File: src/rtl/stream_demux1_2.sv
// stream_demux1_2: 1:2 stream demultiplexer with a 2-entry FIFO per output.
// Each accepted input word is steered to out0 or out1 by in_sel. Every output
// has its own registered 2-entry FIFO, so in_ready depends only on registered
// occupancy and in_sel, never on the downstream ready signals.
// Optional feature macro: DEMUX_STATS_EN adds per-output pop counters
// (out0_count / out1_count, CNT_WIDTH bits, wrapping).

// Two-entry FIFO with registered head/valid, used once per output.
module stream_demux1_2_fifo2 #(
  parameter int WIDTH     = 64,
  parameter int CNT_WIDTH = 32
) (
  input  logic             clk,
  input  logic             reset,
  input  logic             push,
  input  logic [WIDTH-1:0] push_data,
  output logic             full,
  output logic             valid,
  input  logic             ready,
  output logic [WIDTH-1:0] data
`ifdef DEMUX_STATS_EN
  ,
  output logic [CNT_WIDTH-1:0] count
`endif
);

  typedef enum logic [1:0] {
    OCC_EMPTY = 2'd0,
    OCC_ONE   = 2'd1,
    OCC_TWO   = 2'd2
  } occ_e;

  occ_e             occ_q, occ_d;
  logic [WIDTH-1:0] head_q, head_d;
  logic [WIDTH-1:0] tail_q, tail_d;
  logic             valid_q, valid_d;
  logic             pop;

  // The consumer only takes a word that is actually presented.
  assign pop = valid_q & ready;

  // Next occupancy and storage contents from the push/pop combination.
  always_comb begin
    // NOTE: every signal written here gets a default first, so no path
    // leaves it unassigned and no latch is inferred.
    occ_d  = occ_q;
    head_d = head_q;
    tail_d = tail_q;
    unique case (occ_q)
      OCC_EMPTY: begin
        if (push) begin
          head_d = push_data;
          occ_d  = OCC_ONE;
        end
      end
      OCC_ONE: begin
        if (push && pop) begin
          // Head leaves and the new word takes its place.
          head_d = push_data;
        end else if (push) begin
          tail_d = push_data;
          occ_d  = OCC_TWO;
        end else if (pop) begin
          occ_d  = OCC_EMPTY;
        end
      end
      OCC_TWO: begin
        // The top never pushes into a full FIFO, so only a pop can happen.
        if (pop) begin
          head_d = tail_q;
          occ_d  = OCC_ONE;
        end
      end
      default: occ_d = OCC_EMPTY;
    endcase
    valid_d = (occ_d != OCC_EMPTY);
  end

  // Occupancy, valid flag and both storage slots.
  always_ff @(posedge clk or negedge reset) begin
    if (!reset) begin
      // NOTE: the data slots are reset as well, because the head is driven
      // straight onto the output port and must read zero during reset.
      occ_q   <= OCC_EMPTY;
      valid_q <= 1'b0;
      head_q  <= '0;
      tail_q  <= '0;
    end else begin
      // NOTE: state registers use non-blocking assignments so every flop
      // samples the pre-edge values regardless of statement order.
      occ_q   <= occ_d;
      valid_q <= valid_d;
      head_q  <= head_d;
      tail_q  <= tail_d;
    end
  end

  assign full  = (occ_q == OCC_TWO);
  assign valid = valid_q;
  assign data  = head_q;

`ifdef DEMUX_STATS_EN
  logic [CNT_WIDTH-1:0] count_q;

  // Pop counter; wraps to zero after all-ones.
  always_ff @(posedge clk or negedge reset) begin
    if (!reset) begin
      count_q <= '0;
    end else if (pop) begin
      count_q <= count_q + CNT_WIDTH'(1);
    end
  end

  assign count = count_q;
`endif

endmodule

// Top level: steering, input handshake and the two output FIFOs.
module stream_demux1_2 #(
  parameter int WIDTH     = 64,
  parameter int CNT_WIDTH = 32
) (
  input  logic             clk,
  input  logic             reset,
  input  logic             in_valid,
  output logic             in_ready,
  input  logic [WIDTH-1:0] in_data,
  input  logic             in_sel,
  output logic             out0_valid,
  input  logic             out0_ready,
  output logic [WIDTH-1:0] out0_data,
  output logic             out1_valid,
  input  logic             out1_ready,
  output logic [WIDTH-1:0] out1_data
`ifdef DEMUX_STATS_EN
  ,
  output logic [CNT_WIDTH-1:0] out0_count,
  output logic [CNT_WIDTH-1:0] out1_count
`endif
);

  logic full0, full1;
  logic push0, push1;

  // A full selected output stalls the input even when the other output has
  // room; the producer must hold in_sel/in_data while stalled. Gating with
  // reset keeps in_ready low for as long as reset is asserted.
  assign in_ready = reset & ~(in_sel ? full1 : full0);
  assign push0    = in_valid & in_ready & ~in_sel;
  assign push1    = in_valid & in_ready &  in_sel;

  stream_demux1_2_fifo2 #(
    .WIDTH     (WIDTH),
    .CNT_WIDTH (CNT_WIDTH)
  ) u_fifo0 (
    .clk       (clk),
    .reset     (reset),
    .push      (push0),
    .push_data (in_data),
    .full      (full0),
    .valid     (out0_valid),
    .ready     (out0_ready),
    .data      (out0_data)
`ifdef DEMUX_STATS_EN
    ,
    .count     (out0_count)
`endif
  );

  stream_demux1_2_fifo2 #(
    .WIDTH     (WIDTH),
    .CNT_WIDTH (CNT_WIDTH)
  ) u_fifo1 (
    .clk       (clk),
    .reset     (reset),
    .push      (push1),
    .push_data (in_data),
    .full      (full1),
    .valid     (out1_valid),
    .ready     (out1_ready),
    .data      (out1_data)
`ifdef DEMUX_STATS_EN
    ,
    .count     (out1_count)
`endif
  );

endmodule

File: config.mk
export PLATFORM = sky130hd
export DESIGN_NAME = stream_demux1_2
export DESIGN_NICKNAME = d
export VERILOG_FILES = /design/src/rtl/stream_demux1_2.sv
export SDC_FILE = /design/constraint.sdc
export NUM_CORES = 1
export LEC_CHECK = 0
export CORE_MARGIN = 5
export CORE_UTILIZATION = 48
export DETAILED_ROUTE_END_ITERATION = 7
export PLACE_DENSITY_LB_ADDON = 0.2
export SLEW_MARGIN = 25
export SYNTH_ARGS = -nofsm -noshare
export SYNTH_HDL_FRONTEND = slang
export SYNTH_SLANG_ARGS = --single-unit
File: constraint.sdc
create_clock -name clk -period 1.6 [get_ports clk]
set_input_delay 0.32 -clock clk [delete_from_list [all_inputs] [get_ports clk]]
set_output_delay 0.32 -clock clk [all_outputs]
set_load 0.02 [all_outputs]
Word-level counts from Yosys, hierarchy flattened
Cells that the tools add are included.
{"block": "op_classes", "eq_ne": 10, "muxes": 21, "n_bitwise": 10, "n_reduce_logical": 12}
{"operator": "2-to-1 mux 64 bit", "n": 6}
{"operator": "case mux 64 bit (3 select lines)", "n": 2}
{"operator": "2-to-1 mux 2 bit", "n": 10}
{"operator": "!= test 2 x 1 -> 1 bit, second input constant", "n": 6}
{"operator": "case mux 2 bit (3 select lines)", "n": 2}
{"operator": "AND reduction 4 bit", "n": 2}
{"operator": "AND 1 bit", "n": 6}
{"operator": "AND reduction 3 bit", "n": 2}
{"operator": "nonzero test 3 bit", "n": 2}
{"operator": "== test 2 x 1 -> 1 bit, second input constant", "n": 2}
{"operator": "== test 2 bit, second input constant", "n": 2}
{"operator": "zero test 2 bit", "n": 2}
{"operator": "inverter 1 bit", "n": 4}
{"operator": "nonzero test 2 bit", "n": 2}
{"operator": "logical AND 1 bit", "n": 2}
{"operator": "2-to-1 mux 1 bit", "n": 1}
{"block": "word_totals", "reg_bits": 262, "output_inout_bits": 131}

Longest topological paths before layout
Gate-level depths: netlist of run 1.
{"block": "depth", "ltp_word": 10, "mapped_depth": 5}

Hierarchy
Synthesis of run 1 repeated with hierarchy kept, for this count alone.
{"block": "unflattened", "hier_cells": 723, "area_unflattened_um2": 12401.9}
{"mod": "stream_demux1_2_fifo2", "instances": 2, "cells_each": 359, "area_per_inst_um2": 6184.7, "seq_area_each_um2": 3278.1}
{"mod": "stream_demux1_2", "instances": 1, "cells_each": 5, "area_per_inst_um2": 32.5, "seq_area_each_um2": 0.0}

Worst setup path after synthesis of run 1
No wires, ideal clock.
{"block": "synth_timing", "kind": "flip-flop to flip-flop", "from": "register u_fifo1.valid_q (netlist: u_fifo1.valid)", "to": "register u_fifo1.head_q[33] (netlist: u_fifo1.data[33])", "setup_ns": 0.125, "arrival_time_ns": 1.689, "required_ns": 1.475, "slack_ns": -0.214, "path_stages_with_launch": 5, "n_path_buf": 1, "period_less_slack_ns": 1.814, "cell_sequence": "dfrtp_1 > a21boi_1 > o32ai_4 > buf_4 > mux2_2"}
{"block": "synth_via", "elab_chain_cells": 4}
{"item": "start: declaration", "line": "36", "text": "logic valid_q, valid_d;"}
{"item": "start signal: assignment", "line": "92", "text": "valid_q <= valid_d;"}
{"item": "AND 1 bit (*)", "line": "40", "text": "assign pop = valid_q & ready;"}
{"item": "logical AND 1 bit", "line": "57", "text": "if (push && pop) begin"}
{"item": "!= test 2 x 1 -> 1 bit (no line)"}
{"item": "AND reduction 4 bit (no line) (*)"}
{"item": "end signal: assignment", "line": "86", "text": "head_q <= '0;"}
{"item": "end signal: assignment", "line": "93", "text": "head_q <= head_d;"}
{"item": "end: declaration", "line": "34", "text": "logic [WIDTH-1:0] head_q, head_d;"}
Mark *: on every way between the ends. The rest lies on a longest branch, timed or not.
A chain may end at the register's enable or synchronous reset.

Worst setup path in the final report of run 1
{"block": "layout_timing", "from": "register u_fifo0.occ_q[0]", "to": "register u_fifo0.head_q[51] (netlist: u_fifo0.data[51])"}
{"block": "layout_via", "elab_chain_cells": 9}
{"item": "start: declaration", "line": "33", "text": "occ_e occ_q, occ_d;"}
{"item": "start signal: assignment", "line": "84", "text": "occ_q <= OCC_EMPTY;"}
{"item": "start signal: assignment", "line": "91", "text": "occ_q <= occ_d;"}
{"item": "== test 2 bit", "line": "49, 98"}
{"item": "2-to-1 mux 1 bit", "line": "149", "text": "assign in_ready = reset & ~(in_sel ? full1 : full0);"}
{"item": "inverter 1 bit", "line": "149"}
{"item": "AND 1 bit", "line": "149"}
{"item": "AND 1 bit (2 in a row)", "line": "150", "text": "assign push0 = in_valid & in_ready & ~in_sel;"}
{"item": "logical AND 1 bit", "line": "57"}
{"item": "!= test 2 x 1 -> 1 bit (no line)"}
{"item": "AND reduction 4 bit (no line)"}
{"item": "end signal: assignment", "line": "86"}
{"item": "end signal: assignment", "line": "93"}
{"item": "end: declaration", "line": "34"}
Parallel ways exist; a longest one is shown, timed or not.

==> load_flow_metrics.sql, run 1 <==
INSERT INTO impl_metrics (metric_group, metric, value, unit) VALUES
('floorplanning', 'floorplan.rows', '56', ''),
('synth', 'flop_and_latch_count_out_of_synthesis', '262', ''),
('place', 'detailed_place_hpwl', '17.6', 'mm'),
('timing', 'post-route-min-period', '1860', 'ps'),
('timing', 'setup_ws', '-264', 'ps'),
('synth', 'synthXorXnorAreaFrac', '0.0767', '%'),
('clocking', 'clockBufferDepth', '3', ''),
('power', 'p_seq_share', '39.1', '%'),
('timing', 'clock_skew', '18.3', 'ps'),
('global_route', 'largest_net_degree_at_the_start_of_global_routing', '159', ''),
('route', 'drcViolationCount', '0', ''),
('power', 'fin_total_pwr', '30600', 'uW'),
('floorplanning', 'die_w', '164', 'um'),
('synth', 'synthTopCellsByArea', 'sky130_fd_sc_hd__dfrtp_1 (57%), sky130_fd_sc_hd__mux2_2 (37%), sky130_fd_sc_hd__buf_6 (1.6%), sky130_fd_sc_hd__mux2_1 (0.99%), sky130_fd_sc_hd__buf_2 (0.74%)', ''),
('setup_path', 'crit_arrival', '2290', 'ps'),
('floorplanning', 'initial_core_util', '48.7', '%'),
('floorplanning', 'num_io_pins', '201', ''),
('synth', 'synth.distinct_cells', '28', ''),
('place', 'placement.cell_area', '14100', 'um2'),
('synth', 'synthMostInstantiatedCell', 'sky130_fd_sc_hd__mux2_2', ''),
('route', 'detailedRoute.firstIterationViolations', '296', ''),
('clocking', 'cts_root_buf', 'sky130_fd_sc_hd__clkbuf_16', ''),
('power', 'netSwitchingFraction', '33.0', '%'),
('final_layout', 'filler_cell_count', '1547', ''),
('synth', 'synth_mux_area_share', '37.9', '%'),
('setup_path', 'worst-endpoint-required', '2020', 'ps'),
('synth', 'netlist_instances', '716', ''),
('synth', 'yosysSeqAreaShare', '57.4', '%'),
('clocking', 'cts_tree', 'built', ''),
('power', 'cellPowerDensity', '1860', 'nW/um2'),
('power', 'power.clock.fraction', '20.5', '%'),
('timing', 'share_of_the_clock_period_used_by_the_worst_path', '117', '%'),
('run_status', 'status', 'finished with violations', ''),
('power', 'comb_power_share', '40.5', '%'),
('synth', 'mappedNetlistNets', '786', ''),
('synth', 'avgSynthCellArea', '16.0', 'um2'),
('clocking', 'clk_transition_reported_paths', '60', 'ps'),
('final_layout', 'post_route_cells_drive_above_1_share', '54.6', '%'),
('final_layout', 'layout-area-overhead-vs-synth', '44.1', '%'),
('clocking', 'numCtsBuffers', '29', ''),
('route', 'route.final.wire_length', '32.5', 'mm'),
('worst_hold_path', 'timing.hold.worst.class', 'primary input to async pin', ''),
('timing', 'tightest_slew', '485', 'ps'),
('final_layout', 'final_core_utilization', '70.1', '%'),
('timing', 'setup-violations-final', '257', ''),
('setup_path', 'setup.worst_path.end_class', 'flop', ''),
('synth', 'ys.flop_type', 'sky130_fd_sc_hd__dfrtp_1', ''),
('synth', 'post_synthesis_share_of_cell_area_spent_on_and_or_nand_and_nor_gates', '0.800', '%'),
('route', 'vias', '7276', ''),
('synth', 'synth.yosys.warnings', '0', ''),
('synth', 'synth_top_family_by_area', 'multiplexers', ''),
('place', 'place.port_buffers', '200', ''),
('synth', 'yosysTopAreaCell', 'sky130_fd_sc_hd__dfrtp_1', ''),
('timing', 'report.final.hold_viol_count', '0', ''),
('timing', 'max_freq', '536', 'MHz'),
('timing', 'hold-worst-slack', '116', 'ps'),
('clocking', 'cts.htree.levels', '1', ''),
('power', 'netSwitchingPower', '10100', 'uW'),
('synth', 'netlist.area_leader.share', '57.4', '%'),
('setup_path', 'worstSetupPathType', 'flop to flop', ''),
('run_status', 'failed_checks', 'negative setup slack', ''),
('timing', 'max_slew_margin', '67.7', '%'),
('route', 'antenna_left', '0', ''),
('timing', 'report.final.slew_viol_count', '0', ''),
('place', 'globalplace.congestion', '0.813', ''),
('route', 'detailedRoute.firstPassIterationCount', '4', ''),
('power', 'cellLeakagePower', '0.00740', 'uW'),
('global_route', 'antenna_violations_before_repair', '0', ''),
('route', 'post_dr_vias_cell', '5.43', ''),
('global_route', 'grt_remaining_overflow', '0', ''),
('clocking', 'cts_sinks', '262', '');
==> worst max-delay path: stages, from the launching register on <==
cell	delay, ps
sky130_fd_sc_hd__dfrtp_2	420
sky130_fd_sc_hd__buf_6	140
sky130_fd_sc_hd__a21boi_4	140
sky130_fd_sc_hd__o32ai_4	340
sky130_fd_sc_hd__buf_6	210
sky130_fd_sc_hd__clkbuf_16	170
sky130_fd_sc_hd__mux2_2	320
==> metrics by stage <==
| stage | TNS [ps] | std cells |
|---|---|---|
| after floorplan | -11950 | 716 |
| after global placement | -123320 | 1239 |
| after detailed placement | -129540 | 1239 |
| after CTS | -47850 | 1305 |
| after global routing | -47280 | 1339 |
| final | -37260 | 1340 |
==> final timing paths <==
path / from / end / slack, ps
worst max-delay path: u_fifo0.occ_q[0]$_DFF_PN0_ / u_fifo0.data[51]$_DFFE_PN0P_ / -260
worst min-delay path: reset / u_fifo0.data[57]$_DFFE_PN0P_ / 120
worst max register to register: u_fifo0.occ_q[0]$_DFF_PN0_ / u_fifo0.data[51]$_DFFE_PN0P_ / -260
worst min register to register: u_fifo0.data[39]$_DFFE_PN0P_ / u_fifo0.data[39]$_DFFE_PN0P_ / 480
max in group asynchronous: reset / u_fifo1.data[12]$_DFFE_PN0P_ / 680
min in group clk: reset / u_fifo1.occ_q[0]$_DFF_PN0_ / 330
==> state kept, by name, indices dropped and copies added (netlist names) <==
name	cells
u_fifo1.tail_q	64
u_fifo0.data	64
u_fifo0.tail_q	64
u_fifo1.data	64
u_fifo0.valid	1
u_fifo0.occ_q	2
u_fifo1.occ_q	2
u_fifo1.valid	1
==> final cells by class <==
type                    instances  area (um2)  area share, %
diodes                          1        2.50         0.0152
flip-flops and latches        262        6560           39.9
well taps                     319         399           2.42
clock inverters                 4        26.3          0.160
clock buffers                  46         870           5.28
multi-input cells             418        5190           31.5
repair buffers                290        3410           20.7
==> power groups by stage <==
| stage | registers, uW | logic (uW) | clock network (uW) |
|---|---|---|---|
| after floorplan | 13400 | 4450 | 0 |
| after global placement | 11700 | 11100 | 0 |
| after detailed placement | 11900 | 11500 | 0 |
| after CTS | 11800 | 11100 | 6390 |
| after global routing | 12300 | 13100 | 6670 |
| final | 12000 | 12400 | 6270 |
==> cells by family (layout without fill, tap and decap cells) <==
logic type,Yosys count,after routing
mux,385,385
flops,262,262
buf+inv,38,340
compound gates,15,15
simple gates,15,17
xor+xnor,1,1
other cells,0,1
==> cells in the final DEF, fill, tap and decap left out, drive strengths merged, types with 2 or more instances in the layout <==
master / netlist / layout
clkinv: 0 / 2
a21oi: 4 / 4
dfrtp: 262 / 262
clkdlybuf4s50: 0 / 68
nand2: 5 / 7
buf: 35 / 75
o32ai: 2 / 2
clkdlybuf4s15: 0 / 60
nand2b: 2 / 2
o21ai: 2 / 2
a21boi: 3 / 3
dlygate4sd2: 0 / 49
nor2b: 2 / 2
mux2: 384 / 384
clkbuf: 3 / 82
o22ai: 2 / 2
==> what timing repair did <==
item / CTS / global route
pin swaps: 2 / 6
buffers inserted: 9 / 8
gates resized for setup: 254 / 191
cloned: 6 / 27
hold buffers: 1 / 1
setup endpoints to repair: 325 / 463
endpoints found under the hold margin: 104 / 1
==> per-layer routing <==
layer  part of all wire (%)  GRT usage, %  routed length [um]  up-vias
li1                       -             -                   -     3183
met1                     45          27.6               14700     3862
met2                     48          35.6               15500      193
met3                    5.6          4.69                1820       38
met4                    1.4          3.96                 456        0
met5                      0             0                   0        -
Note: power is estimated with default switching activity, not from simulation.
==> inputs of run 2 (changes only) <==
- SKIP_LAST_GASP: default -> 1
==> load_flow_metrics.sql, run 2 (synthesized netlist as in run 1, its figures left out) <==
INSERT INTO impl_metrics (metric_group, metric, value, unit) VALUES
('floorplanning', 'core_area', '23500', 'um2'),
('timing', 'max_slew_margin', '67.3', '%'),
('setup_path', 'r2r.worst_path.cells', '6', ''),
('setup_path', 'reg2reg_from', 'u_fifo1.occ_q[0]$_DFF_PN0_', ''),
('power', 'comb_power_share', '39.9', '%'),
('final_layout', 'finalNonFillerCells', '1340', ''),
('setup_path', 'worst-endpoint-required', '2010', 'ps'),
('floorplanning', 'floorplan.rows', '56', ''),
('place', 'dpl_worst_slack', '-588', 'ps'),
('clocking', 'cts.htree.levels', '1', ''),
('power', 'cellPowerDensity', '1850', 'nW/um2'),
('flow_run', 'drv.max_cap_violation_count', '0', ''),
('setup_path', 'cpPeakStageDelay', '460', 'ps'),
('global_route', 'grt_remaining_overflow', '0', ''),
('final_layout', 'post_route_cells_drive_above_1_share', '54.4', '%'),
('clocking', 'cts_sinks', '262', ''),
('place', 'globalplace.congestion', '0.813', ''),
('run_status', 'status', 'finished with violations', ''),
('setup_path', 'worst_path_most_repeated_cell', 'sky130_fd_sc_hd__buf_12', ''),
('timing', 'report.final.hold_viol_count', '0', ''),
('final_layout', 'finish.net_count', '1071', ''),
('timing', 'clock_skew', '20.3', 'ps'),
('timing', 'tightest_slew', '490', 'ps'),
('timing', 'report.final.slew_viol_count', '0', ''),
('route', 'post_drt_wl_per_cell', '24.2', 'um'),
('timing', 'post-route-min-period', '1880', 'ps'),
('global_route', 'antenna_violations_before_repair', '0', ''),
('power', 'fin_total_pwr', '30300', 'uW'),
('setup_path', 'crit-reg2reg-capture', 'u_fifo1.data[34]$_DFFE_PN0P_', ''),
('floorplanning', 'num_io_pins', '201', ''),
('final_layout', 'layout-area-overhead-vs-synth', '43.0', '%'),
('place', 'placed_cells', '1239', ''),
('power', 'power.clock.fraction', '20.7', '%'),
('route', 'vias', '7332', ''),
('global_route', 'grt_pass1_wl', '43.9', 'mm'),
('floorplanning', 'die_h', '164', 'um'),
('route', 'route.final.wire_length', '32.4', 'mm'),
('setup_path', 'worstSetupPathType', 'flop to flop', ''),
('clocking', 'numCtsBuffers', '29', ''),
('power', 'p_int', '20300', 'uW'),
('global_route', 'largest_net_degree_at_the_start_of_global_routing', '159', ''),
('setup_path', 'timing.critical_path.buf_inv', '3', ''),
('setup_path', 'crit_chain', 'a21boi_4, o32ai_4, buf_12, buf_12, buf_12, mux2_2', ''),
('power', 'p_seq_share', '39.4', '%'),
('final_layout', 'filler_cell_count', '1576', ''),
('power', 'netSwitchingFraction', '33.2', '%'),
('timing', 'max_freq', '532', 'MHz'),
('setup_path', 'worst_path_max_delay_cell', 'sky130_fd_sc_hd__dfrtp_2', ''),
('floorplanning', 'initial_core_util', '48.7', '%'),
('timing', 'setup_tns', '-44690', 'ps'),
('timing', 'setup_ws', '-279', 'ps'),
('setup_path', 'crit_arrival', '2290', 'ps'),
('route', 'drcViolationCount', '0', ''),
('global_route', 'number_of_global_route_vias_before_repair', '7877', ''),
('power', 'max-vdd-ir-drop', '1300', 'uV'),
('timing', 'setup-violations-final', '257', ''),
('place', 'detailed_place_hpwl', '17.6', 'mm'),
('floorplanning', 'die_area', '27000', 'um2'),
('route', 'antenna_left', '0', ''),
('place', 'place.port_buffers', '200', ''),
('timing', 'hold-worst-slack', '127', 'ps'),
('final_layout', 'commonest_cells_after_routing_fill_and_taps_aside', 'sky130_fd_sc_hd__mux2_2 (288), sky130_fd_sc_hd__dfrtp_1 (257), sky130_fd_sc_hd__mux2_4 (92)', ''),
('final_layout', 'layout.cells.most_common', 'sky130_fd_sc_hd__mux2_2', ''),
('setup_path', 'kind_of_cell_adding_the_most_delay_to_the_critical_path', 'compound AO/OA/AOI/OAI gates', ''),
('worst_hold_path', 'timing.hold.worst.class', 'primary input to async pin', ''),
('route', 'detailedRoute.firstPassIterationCount', '4', ''),
('setup_path', 'start_kind', 'flop', ''),
('timing', 'setup_repair_after_global_routing_missed_its_margin', 'true', ''),
('global_route', 'globalRouteTotalUtil', '20.7', '%'),
('power', 'netSwitchingPower', '10000', 'uW'),
('clocking', 'cts_root_buf', 'sky130_fd_sc_hd__clkbuf_16', ''),
('setup_path', 'setup.worst_path.end_class', 'flop', ''),
('floorplanning', 'die_w', '164', 'um'),
('clocking', 'cts_tree', 'built', ''),
('route', 'detailedRoute.firstIterationViolations', '351', ''),
('setup_path', 'cp_max_fo', '6', ''),
('clocking', 'clock_latency', '540', 'ps'),
('setup_path', 'r2r_setup_slack', '-280', 'ps'),
('power', 'cellLeakagePower', '0.00726', 'uW'),
('run_status', 'failed_checks', 'negative setup slack', ''),
('final_layout', 'register_area', '6560', 'um2'),
('clocking', 'clk_transition_reported_paths', '60', 'ps'),
('clocking', 'clockBufferDepth', '3', ''),
('route', 'post_dr_vias_cell', '5.47', ''),
('timing', 'share_of_the_clock_period_used_by_the_worst_path', '117', '%'),
('final_layout', 'footprint_of_the_multi_input_gates', '5040', 'um2');
==> run 2: area by class of cell <==
cell class | instances | area share, %
repair buffers | 290 | 21.0
well taps | 319 | 2.44
diodes | 1 | 0.0153
multi-input cells | 418 | 30.8
flip-flops and latches | 262 | 40.2
clock buffers | 46 | 5.32
clock inverters | 4 | 0.161
==> run 2: what timing repair did <==
item | CTS | global route
gates cloned | 6 | 26
hold buffers | 1 | 1
pin swaps | 2 | 5
resized for setup | 219 | 184
endpoints found under the setup margin | 325 | 463
setup buffers | 9 | 9
endpoints found under the hold margin | 104 | 1
==> run 2: layer usage <==
layer / GRT usage [%] / wire, um / vias to the layer above / share of wire, %
met5: 0 / 0 / - / 0
met4: 3.96 / 551 / 0 / 1.7
met3: 4.67 / 1950 / 46 / 6.0
met2: 35.3 / 15500 / 225 / 48
met1: 27.5 / 14400 / 3868 / 44
li1: - / - / 3193 / -
==> run 2: power groups by stage <==
stage | clock [uW] | combinational, uW | sequential (uW)
after CTS | 6390 | 10900 | 11800
after global routing | 6650 | 12800 | 12300
after floorplan | 0 | 4450 | 13400
after detailed placement | 0 | 11500 | 11900
final | 6260 | 12100 | 11900
after global placement | 0 | 11100 | 11700
==> run 2: per-stage QoR <==
stage | instance area [um2] | utilization [%]
after floorplan | 11500 | -
after global placement | 14100 | 60.1
after detailed placement | 14100 | 60.1
after CTS | 15300 | 65.0
after global routing | 16300 | 69.6
final | 16300 | 69.6
==> run 2: worst max-delay path by stage <==
stage | start | to | slack (ps) | cells after the start
floorplan | u_fifo0.occ_q[0]$_DFF_PN0_ | u_fifo0.data[3]$_DFFE_PN0P_ | -100 | 4
global placement | in_sel | u_fifo0.data[31]$_DFFE_PN0P_ | -530 | 5
detailed placement | in_sel | u_fifo0.data[38]$_DFFE_PN0P_ | -590 | 5
CTS | u_fifo0.occ_q[0]$_DFF_PN0_ | u_fifo0.data[12]$_DFFE_PN0P_ | -290 | 6
global route | u_fifo0.occ_q[0]$_DFF_PN0_ | u_fifo0.data[23]$_DFFE_PN0P_ | -320 | 6
finish | u_fifo1.occ_q[0]$_DFF_PN0_ | u_fifo1.data[34]$_DFFE_PN0P_ | -280 | 6
==> run 2: tightest hold or removal path, delay by kind of cell <==
family,cells,cell delay (ps)
buffers and inverters,3,780
==> inputs of run 3 (changes only) <==
- SETUP_SLACK_MARGIN: default -> 0.02
==> load_flow_metrics.sql, run 3 (synthesized netlist as in run 1, its figures left out) <==
INSERT INTO impl_metrics (metric_group, metric, value, unit) VALUES
('timing', 'hold-worst-slack', '-7.04', 'ps'),
('floorplanning', 'core_area', '23500', 'um2'),
('global_route', 'number_of_global_route_vias_before_repair', '8075', ''),
('setup_path', 'start_kind', 'flop', ''),
('setup_path', 'kind_of_cell_adding_the_most_delay_to_the_critical_path', 'buffers and inverters', ''),
('route', 'route.final.wire_length', '32.1', 'mm'),
('place', 'globalplace.congestion', '0.827', ''),
('timing', 'report.final.slew_viol_count', '0', ''),
('setup_path', 'cp_max_fo', '8', ''),
('route', 'vias', '7309', ''),
('clocking', 'clk_transition_reported_paths', '60', 'ps'),
('final_layout', 'antenna-diode-count', '0', ''),
('floorplanning', 'floorplan.rows', '56', ''),
('route', 'post_dr_vias_cell', '5.44', ''),
('route', 'antenna_left', '0', ''),
('clocking', 'cts_sinks', '262', ''),
('final_layout', 'final_core_utilization', '69.6', '%'),
('power', 'max-vdd-ir-drop', '1070', 'uV'),
('power', 'fin_total_pwr', '30700', 'uW'),
('route', 'detailedRoute.firstIterationViolations', '311', ''),
('setup_path', 'critical_path.startpoint', 'u_fifo0.occ_q[0]$_DFF_PN0_', ''),
('global_route', 'globalRouteTotalUtil', '22.4', '%'),
('run_status', 'failed_checks', 'negative hold slack, negative setup slack', ''),
('flow_run', 'drv.max_cap_violation_count', '0', ''),
('timing', 'max_slew_margin', '52.4', '%'),
('setup_path', 'worst-endpoint-required', '2010', 'ps'),
('route', 'post_drt_wl_per_cell', '23.9', 'um'),
('place', 'place.port_buffers', '200', ''),
('final_layout', 'stdcell_area', '16300', 'um2'),
('final_layout', 'finalNonFillerCells', '1343', ''),
('clocking', 'cts.htree.levels', '1', ''),
('timing', 'clock_skew', '12.5', 'ps'),
('setup_path', 'crit-reg2reg-capture', 'u_fifo0.data[18]$_DFFE_PN0P_', ''),
('timing', 'share_of_the_clock_period_used_by_the_worst_path', '117', '%'),
('timing', 'tightest_slew', '715', 'ps'),
('floorplanning', 'initial_core_util', '48.7', '%'),
('route', 'drcViolationCount', '0', ''),
('timing', 'report.final.hold_viol_count', '3', ''),
('timing', 'setup_ws', '-266', 'ps'),
('setup_path', 'critical_path_cell_count', '7', ''),
('floorplanning', 'die_w', '164', 'um'),
('run_status', 'status', 'finished with violations', ''),
('place', 'placement.cell_area', '14200', 'um2'),
('worst_hold_path', 'timing.hold.worst.class', 'primary input to async pin', ''),
('final_layout', 'filler_cell_count', '1547', ''),
('global_route', 'grt_remaining_overflow', '0', ''),
('setup_path', 'crit_chain', 'buf_6, a21boi_4, o32ai_4, buf_6, buf_8, buf_12, mux2_2', ''),
('setup_path', 'crit_arrival', '2270', 'ps'),
('setup_path', 'worst_path_max_delay_cell', 'sky130_fd_sc_hd__dfrtp_2', ''),
('clocking', 'cts_tree', 'built', ''),
('clocking', 'clockBufferDepth', '3', ''),
('global_route', 'antenna_violations_before_repair', '0', ''),
('final_layout', 'layout-area-overhead-vs-synth', '43.1', '%'),
('final_layout', 'post_route_cells_drive_above_1_share', '56.3', '%'),
('timing', 'post-route-min-period', '1870', 'ps'),
('clocking', 'clock_latency', '530', 'ps'),
('place', 'placed_cells', '1245', ''),
('timing', 'setup-violations-final', '257', ''),
('power', 'cellPowerDensity', '1880', 'nW/um2'),
('global_route', 'grt_pass1_wl', '46.9', 'mm'),
('global_route', 'largest_net_degree_at_the_start_of_global_routing', '131', ''),
('timing', 'setup_repair_after_global_routing_missed_its_margin', 'true', ''),
('setup_path', 'worstSetupPathType', 'flop to flop', ''),
('place', 'detailed_place_hpwl', '18.2', 'mm'),
('setup_path', 'cpPeakStageDelay', '420', 'ps'),
('route', 'detailedRoute.firstPassIterationCount', '4', ''),
('setup_path', 'r2r.worst_path.cells', '7', ''),
('floorplanning', 'die_h', '164', 'um'),
('final_layout', 'layout.cells.most_common', 'sky130_fd_sc_hd__mux2_2', ''),
('final_layout', 'commonest_cells_after_routing_fill_and_taps_aside', 'sky130_fd_sc_hd__mux2_2 (272), sky130_fd_sc_hd__dfrtp_1 (257), sky130_fd_sc_hd__mux2_4 (107)', ''),
('clocking', 'numCtsBuffers', '29', ''),
('timing', 'max_freq', '536', 'MHz'),
('floorplanning', 'die_area', '27000', 'um2'),
('power', 'cellLeakagePower', '0.00731', 'uW'),
('setup_path', 'worst_path_most_repeated_cell', 'sky130_fd_sc_hd__buf_6', ''),
('setup_path', 'cp-endpoint', 'u_fifo0.data[18]$_DFFE_PN0P_', ''),
('clocking', 'cts_root_buf', 'sky130_fd_sc_hd__clkbuf_16', ''),
('floorplanning', 'num_io_pins', '201', ''),
('setup_path', 'timing.critical_path.buf_inv', '4', ''),
('setup_path', 'reg2reg_from', 'u_fifo0.occ_q[0]$_DFF_PN0_', ''),
('setup_path', 'r2r_setup_slack', '-270', 'ps'),
('setup_path', 'setup.worst_path.end_class', 'flop', ''),
('timing', 'setup_tns', '-43050', 'ps'),
('final_layout', 'finish.net_count', '1072', '');
==> run 3: cell count changes in the layout (fill, tap and decap cells not counted), moves of 2 or more <==
cell                              before  now
sky130_fd_sc_hd__clkbuf_8              8   12
sky130_fd_sc_hd__buf_12               22   25
sky130_fd_sc_hd__clkbuf_2             18   28
sky130_fd_sc_hd__mux2_4               92  107
sky130_fd_sc_hd__buf_8                 7    5
sky130_fd_sc_hd__clkbuf_16            46   36
sky130_fd_sc_hd__buf_16               11   14
sky130_fd_sc_hd__clkdlybuf4s15_2       5   12
sky130_fd_sc_hd__mux2_2              288  272
sky130_fd_sc_hd__clkdlybuf4s15_1      54   77
sky130_fd_sc_hd__buf_4                15   24
sky130_fd_sc_hd__dlygate4sd2_1        50   10
==> run 3: how the worst min path moves through the flow <==
stage | startpoint | end | slack, ps | cells after the start
after global routing | reset | u_fifo1.tail_q[53]$_DFFE_PN0P_ | 40 | 3
after global placement | reset | u_fifo0.occ_q[0]$_DFF_PN0_ | 260 | 2
after detailed placement | reset | u_fifo0.occ_q[0]$_DFF_PN0_ | 250 | 2
final | reset | u_fifo1.tail_q[53]$_DFFE_PN0P_ | -7 | 3
after CTS | reset | u_fifo1.tail_q[53]$_DFFE_PN0P_ | 6 | 3
after floorplan | reset | u_fifo0.data[0]$_DFFE_PN0P_ | 20 | 0
==> run 3: repair_timing <==
action                                  4_1_cts  5_1_grt
resized for setup                           296      179
endpoints found under the setup margin      366      330
setup buffers                                17       11
cloned                                       16        8
pin swaps                                     4        3
hold buffers                                  2        0
hold endpoints to repair                     11        0
==> run 3: where the power goes <==
| group | switching, uW | internal [uW] |
|---|---|---|
| logic | 5430 | 6820 |
| registers | 2060 | 9930 |
| clock network | 2580 | 3880 |
| total | 10100 | 20600 |
==> run 3: area by class of cell <==
cell class                      instances  area, um2  share of cell area [%]
Clock buffer                           49        921                    5.63
Clock inverter                          4       26.3                   0.161
Multi-Input combinational cell        417       5070                    31.0
Sequential cell                       262       6560                    40.1
Tap cell                              319        399                    2.44
Timing Repair Buffer                  292       3370                    20.6
==> run 3: routing by layer <==
layer	GRT usage, %	routed length [um]
met1	30.3	14200
met4	4.99	715
met2	37.4	15400
met3	4.64	1710
met5	0	0
==> run 3: tightest hold or removal path, delay by kind of cell <==
kind | cells | cell delay [ps]
buffers and inverters | 3 | 660
==> run 3: through the flow <==
step | setup slack (ps) | hold WS [ps]
final | -266 | -7.04
after global routing | -293 | 39.2
after CTS | -246 | 6.00
after detailed placement | -630 | 254
after global placement | -588 | 256
after floorplan | -102 | 24.4
